[src/rtl/mul_div_unit.sv]
// Iterative 16x16 unsigned multiply / restoring divide with register-file write-back.
// Define MULDIV_DIV_EN to build the divider; without it, Op=1x finishes at once with no write.
module mul_div_unit (
  input  logic        clk,
  input  logic        rst,
  input  logic        Start,
  input  logic [1:0]  Op,
  input  logic [15:0] Operand_A,
  input  logic [15:0] Operand_B,
  input  logic [3:0]  Dest_Reg,
  output logic        Busy,
  output logic        Done,
  output logic [15:0] Result,
  output logic [3:0]  Write_Reg,
  output logic        RegWrite,
  output logic        Div_By_Zero
);

  typedef enum logic [1:0] {IDLE, RUN, DONE} state_t;

  state_t      state, state_nxt;
  logic [15:0] a_q;
  logic [1:0]  op_q;
  logic [3:0]  dest_q;
  logic [3:0]  cnt;
  logic [31:0] acc;
  logic [31:0] acc_nxt;
  logic [16:0] mul_sum;
  logic [31:0] mul_nxt;
  logic        early_exit;
  logic [15:0] res_nxt;
  logic        wr_nxt;
  logic        dbz_nxt;

`ifdef MULDIV_DIV_EN
  logic [15:0] b_q;
  logic [16:0] div_sh;
  logic [15:0] div_diff;
  logic        div_ge;
  logic [31:0] div_nxt;
`endif

  // MUL: acc = {partial product, remaining multiplier bits}, shifted right each step.
  always_comb begin
    mul_sum = {1'b0, acc[31:16]} + (acc[0] ? {1'b0, a_q} : 17'd0);
    mul_nxt = {mul_sum, acc[15:1]};
  end

`ifdef MULDIV_DIV_EN
  // DIV: acc = {partial remainder, dividend/quotient bits}, shifted left each step.
  // The partial remainder stays below b_q, so a 16-bit difference is exact.
  always_comb begin
    div_sh   = {acc[31:16], acc[15]};
    div_ge   = div_sh >= {1'b0, b_q};
    div_diff = div_sh[15:0] - b_q;
    div_nxt  = div_ge ? {div_diff, acc[14:0], 1'b1}
                      : {div_sh[15:0], acc[14:0], 1'b0};
  end

  always_comb begin
    acc_nxt    = op_q[1] ? div_nxt : mul_nxt;
    early_exit = op_q[1] && (b_q == 16'd0);
    wr_nxt     = 1'b1;
    dbz_nxt    = early_exit;
    unique case (op_q)
      2'b00:   res_nxt = mul_nxt[15:0];
      2'b01:   res_nxt = mul_nxt[31:16];
      2'b10:   res_nxt = (b_q == 16'd0) ? 16'hFFFF : div_nxt[15:0];
      default: res_nxt = (b_q == 16'd0) ? a_q     : div_nxt[31:16];
    endcase
  end
`else
  always_comb begin
    acc_nxt    = mul_nxt;
    early_exit = op_q[1];
    wr_nxt     = !op_q[1];
    dbz_nxt    = 1'b0;
    unique case (op_q)
      2'b00:   res_nxt = mul_nxt[15:0];
      2'b01:   res_nxt = mul_nxt[31:16];
      default: res_nxt = 16'd0;
    endcase
  end
`endif

  always_ff @(posedge clk) begin
    if (rst) state <= IDLE;
    else     state <= state_nxt;
  end

  always_comb begin
    state_nxt = state;
    unique case (state)
      IDLE:    if (Start) state_nxt = RUN;
      RUN:     if (early_exit || cnt == 4'd15) state_nxt = DONE;
      DONE:    state_nxt = IDLE;
      default: state_nxt = IDLE;
    endcase
  end

  always_ff @(posedge clk) begin
    if (rst) begin
      a_q         <= '0;
      op_q        <= '0;
      dest_q      <= '0;
      cnt         <= '0;
      acc         <= '0;
      Busy        <= 1'b0;
      Done        <= 1'b0;
      RegWrite    <= 1'b0;
      Div_By_Zero <= 1'b0;
      Result      <= '0;
      Write_Reg   <= '0;
`ifdef MULDIV_DIV_EN
      b_q         <= '0;
`endif
    end else begin
      Busy        <= (state_nxt != IDLE);
      Done        <= (state_nxt == DONE);
      RegWrite    <= (state_nxt == DONE) && wr_nxt;
      Div_By_Zero <= (state_nxt == DONE) && dbz_nxt;
      unique case (state)
        IDLE: if (Start) begin
          a_q    <= Operand_A;
          op_q   <= Op;
          dest_q <= Dest_Reg;
          cnt    <= '0;
`ifdef MULDIV_DIV_EN
          b_q    <= Operand_B;
          acc    <= {16'd0, Op[1] ? Operand_A : Operand_B};
`else
          acc    <= {16'd0, Operand_B};
`endif
        end
        RUN: begin
          acc <= acc_nxt;
          cnt <= cnt + 4'd1;
          if (state_nxt == DONE) begin
            Result    <= res_nxt;
            Write_Reg <= dest_q;
          end
        end
        default: ;
      endcase
    end
  end

endmodule

[config.mk]
export PLATFORM = sky130hd
export DESIGN_NAME = mul_div_unit
export DESIGN_NICKNAME = d
export VERILOG_FILES = /design/src/rtl/mul_div_unit.sv
export SDC_FILE = /design/constraint.sdc
export NUM_CORES = 1
export LEC_CHECK = 0
export CAP_MARGIN = 20
export CORE_MARGIN = 1.5
export CORE_UTILIZATION = 51
export CTS_BUF_LIST = sky130_fd_sc_hd__clkbuf_8
export DETAILED_ROUTE_END_ITERATION = 7
export PLACE_DENSITY = 0.79
export SETUP_SLACK_MARGIN = 0.2
export SYNTH_ARGS = -nofsm -noshare
export SYNTH_HDL_FRONTEND = slang
export SYNTH_SLANG_ARGS = --single-unit
export TNS_END_PERCENT = 100
[constraint.sdc]
create_clock -name clk -period 5.4 [get_ports clk]
set_clock_uncertainty 0.05 [all_clocks]
set_input_delay 0.54 -clock clk [delete_from_list [all_inputs] [get_ports clk]]
set_output_delay 0.54 -clock clk [all_outputs]
set_load 0.05 [all_outputs]
Yosys cells after proc, flatten, opt, wreduce, memory -nomap -nowiden
Cells that the tools add are included.
- output and inout port bits: 24
- logic and storage cells: 37
- register bits: 83
- add/subtract/negate cells: 2
- equal/unequal tests: 5
- multiplexer cells: 9
- reduce and logical (&&, ||, !) cells: 10
- operators with widths (cell ; count):
    $pmux W32 S2 ; 1
    $mux W32 ; 1
    $pmux W16 S2 ; 1
    $add A16 B16 Y17 ; 1
    $mux W16 ; 1
    $pmux W4 S2 ; 1
    $reduce_and A2 Y1 ; 3
    $add A4 B1 Y4 const B ; 1
    $eq A2 B1 Y1 const B ; 2
    $eq A4 B4 Y1 const B ; 1
    $logic_not A2 Y1 ; 2
    $mux W2 ; 2
    $mux W4 ; 1
    $pmux W2 S2 ; 1
    $reduce_bool A2 Y1 ; 2
    $eq A2 B2 Y1 const B ; 1
    $ne A2 B2 Y1 const B ; 1
    $logic_and A1 B1 Y1 ; 1
    $logic_not A1 Y1 ; 1
    $logic_or A1 B1 Y1 ; 1

Logic depth before layout (Yosys ltp)
- depth in word-level cells: 6
- depth in mapped cells: 10

Worst setup path after synthesis
Ideal clock, no wire load.
- kind: register to register
- from: register acc[0]
- to: register Result[15]
- cell stages (with the launch flop): 11
- data required time: 5.233 ns
- data arrival time: 2.356 ns
- path slack: 2.876 ns
- cells stage by stage: dfxtp_1 -> clkbuf_1 -> and2_1 -> ha_1 -> clkbuf_1 -> and4_1 -> and3_1 -> o31a_1 -> a2111oi_4 -> o211ai_1 -> a32o_1
- longest elaborated chain between the ends: 3
- RTL lines (item ; RTL line ; RTL):
    from (decl) ; 26 ; logic [31:0] acc;
    from (signal assigned) ; 132 ; acc <= {16'd0, Operand_B};
    from (signal assigned) ; 136 ; acc <= acc_nxt;
    $mux W16 ; 45 ; mul_sum = {1'b0, acc[31:16]} + (acc[0] ? {1'b0, a_q} : 17'd0);
    $add A16 B16 Y17 ; 45 ;
    $pmux W16 S2 ; 78 ; unique case (op_q)
    to (signal assigned) ; 139 ; Result <= res_nxt;
    to (decl) ; 13 ; output logic [15:0] Result,
No other way between the ends.
A chain may end at the register's enable or synchronous reset.

Worst setup path after layout
- from: register state[1]
- to: register Result[12]
- longest elaborated chain between the ends: 4
- elaborated cells on any way between the ends: 7
- RTL lines (item ; RTL line ; RTL):
    from (decl) ; 21 ; state_t state, state_nxt;
    from (signal assigned) ; 88 ; else state <= state_nxt;
    $eq A2 B1 Y1, or another cell as far along ; 93, 122 ;
    $pmux W2 S2 ; 93 ; unique case (state)
    $eq A2 B2 Y1 ; 138 ; if (state_nxt == DONE) begin
    $reduce_and A2 Y1 (no source line) * ; n/a ;
Mark *: on every way between the ends. The rest lies on a longest branch, timed or not.

==> results.yml <==
run_status:
  status: "finished clean"
timing:
  fmax_ghz: 0.3302
  slew_headroom: 0.4040
  setup_viol: 0
  rsz0062_at_grt: "no"
  hold_violations: 0
  period_minus_slack_ns: 3.029
  fin_crit_sh: 0.5608
  worst_pin_slew_ns: 0.8907
  slew_viol_final: 0
  final.setup.tns_ns: 0
layout:
  antenna_cells: 0
  layout-drive-gt1-share: 0.04220
  fin_cells: 647
  fin_nets: 599
  final_util: 0.6396
  areaGrowthSynthToFinish_pct: 22.16
  design_area_mm2: 0.004917
clock_tree:
  clk_path_buf_depth: 2
  cts-hold-fix-buffers: 0
  clkTransAtPathRegs_ns: 0.09
  cts_inserted_buffers: 9
  root_buffer: "clkbuf_8"
  cts_htree_levels: 3
  cts_tree: "built"
  cts_setup_buffers: 0
  clock_latency_ns: 0.35
  cts.repair.resized: 0
  cts.sinks: 83
yosys:
  synth-edff-count: 0
  synth.most_common_cell: "dfxtp_1"
  ys_seq_area_frac: 0.4128
  async_reset_ff_frac: 0
  synth_commonest_cells: "83 x dfxtp_1, 70 x nand2_1, 65 x nor2_1, 53 x a21oi_1, 25 x clkbuf_1"
  syn_avg_cell_area_um2: 8.181
  synthFlopType: "dfxtp_1"
  syn-cell-area_mm2: 0.004025
  synthCells: 492
  synthTopCellsByArea: "dfxtp_1 41%, a21oi_1 6.6%, nand2_1 6.5%, nor2_1 6.1%, ha_1 5.3%"
  ys_types: 51
  synth_area_leader_cell: "dfxtp_1"
  syn-num-nets: 551
  synth_top_cell_area_share: 0.4128
  yosysWarnings: 0
  ys_ff_latch: 83
critical_path:
  crit_fanout: 24
  cpPeakStageDelay_ns: 0.61
  crit_type: "reg2reg"
  cp.arrival_ns: 3.25
  slowest_stage: "nand2b_1"
  worstRegToRegCells: 6
  critical_path.endpoint_type: "register"
  cp.required_ns: 5.62
  crit_path_start_kind: "register"
  path_cells: "nor2b_1, nand2b_1, or3_1, nor2_2, a21oi_1, o31ai_1"
worst_hold_path:
  hold_path.class: "reg2reg"
  min_path_cells: 2
die:
  die_h_um: 91.84
  fp.dieW_um: 91.84
  start_util: 0.5236
  ios: 65
  die-area_mm2: 0.008435
  coreArea_mm2: 0.007687
  placementRows: 32
placed_design:
  dpl.cell_count: 631
  placedInstanceArea_mm2: 0.004691
  dp_hpwl_um: 7207
  gp_congestion: 0.9008
  placement.io_buffers: 63
grt:
  grt_pass1_vias: 3547
  grt_overflow_total: 0
  grt.total_usage: 0.2536
  grt_pass1_wl_um: 16940
  grt_max_degree: 47
  antenna_found_initial: 0
routing:
  wl_per_cell_um: 15.49
  vias: 3696
  drt-initial-drc-count: 224
  via_per_inst: 5.713
  drt_pass1_iterations: 4
  drc: 0
  drtAntennaViolNets: 0
  wirelength_um: 10030
power:
  vdd_ir_drop_max_uv: 147.2
  p_per_area_mw_per_mm2: 270.5
  p_leak_uw: 0.001954
flow_run:
  max-cap-violations: 0
## per-layer routing
layer / part of all wire / vias up / routed length [um] / global-route usage
li1: - / 1838 / - / -
met1: 0.44 / 1732 / 4415 / 0.3220
met2: 0.49 / 110 / 4914 / 0.4123
met3: 0.051 / 16 / 516 / 0.05390
met4: 0.018 / 0 / 178 / 0.1141
met5: 0 / - / 0 / 0
## worst max-delay path: cells and delay by family, from the launching register on
kind / cells / cell delay, ns
DFF: 1 / 0.54
AOI/OAI and AO/OA: 2 / 0.22
and+or+nand+nor: 4 / 2.14
## area by class of cell
type                    count  area (um2)
clock buffers              10       137.6
clock inverters             6       88.84
fillers                   680        2770
inverters                   6       22.52
multi-input cells         374        2227
flip-flops and latches     83        1662
well taps                 102       127.6
repair buffers             66       651.9
## final timing paths
path	to	start	slack, ns
min reg2reg	a_q[6]	a_q[6]	0.40
max	Result[12]	state[1]	2.37
min	a_q[6]	a_q[6]	0.40
max reg2reg	Result[12]	state[1]	2.37
## cell usage in the layout, fill, tap and decap left out, drive strengths merged, types with 3 or more instances in the layout
master          n
nor2           66
o21ai          13
o22a           16
xnor2          10
a21oi          53
inv             7
or3             3
a22o            9
a2111oi         3
xor2            3
nand2          70
buf             4
ha             17
dfxtp          83
nand4           4
clkdlybuf4s50  62
and3            8
mux2i           4
a32o            3
o2bb2ai         4
o211ai          3
o21a            8
nand3           6
clkbuf         10
nor3           18
and2           16
a21o            6
a22oi           6
a31oi           3
## sequential cells by signal, summed over array words and instances (netlist names)
name / cells
acc: 32
Write_Reg: 4
RegWrite: 1
Busy: 1
Done: 1
dest_q: 4
state: 2
cnt: 4
op_q: 2
Result: 16
a_q: 16
## cells by family (layout without fill, tap and decap cells)
group / after synthesis / after routing / share of synthesized area
adder cells (fa/ha/maj): 18 / 18 / 0.05782
flip-flops: 83 / 83 / 0.4128
buffers and inverters: 35 / 88 / 0.03388
AO/OA/AOI/OAI: 138 / 138 / 0.2334
XOR/XNOR: 13 / 13 / 0.02829
AND/OR/NAND/NOR: 200 / 200 / 0.2229
other: 1 / 1 / 0.0009317
multiplexers: 4 / 4 / 0.009948
## metrics by stage
stage	hold slack (ns)	total power (uW)	setup slack [ns]
finish	0.4021	1330	2.371
global route	0.4222	1392	2.095
CTS	0.4041	1337	2.412
detailed placement	0.3941	838.4	2.454
global placement	0.3912	832.6	2.617
floorplan	0.3765	775.1	2.876
## report_power, final
| part | switching [uW] | internal, uW | leakage (uW) |
|---|---|---|---|
| sequential | 24.6 | 639 | 0.000677 |
| clock | 231 | 274 | 0.000114 |
| combinational | 89.3 | 72.6 | 0.00116 |
| total | 345 | 985 | 0.00195 |
(Power assumes the default switching activity.)
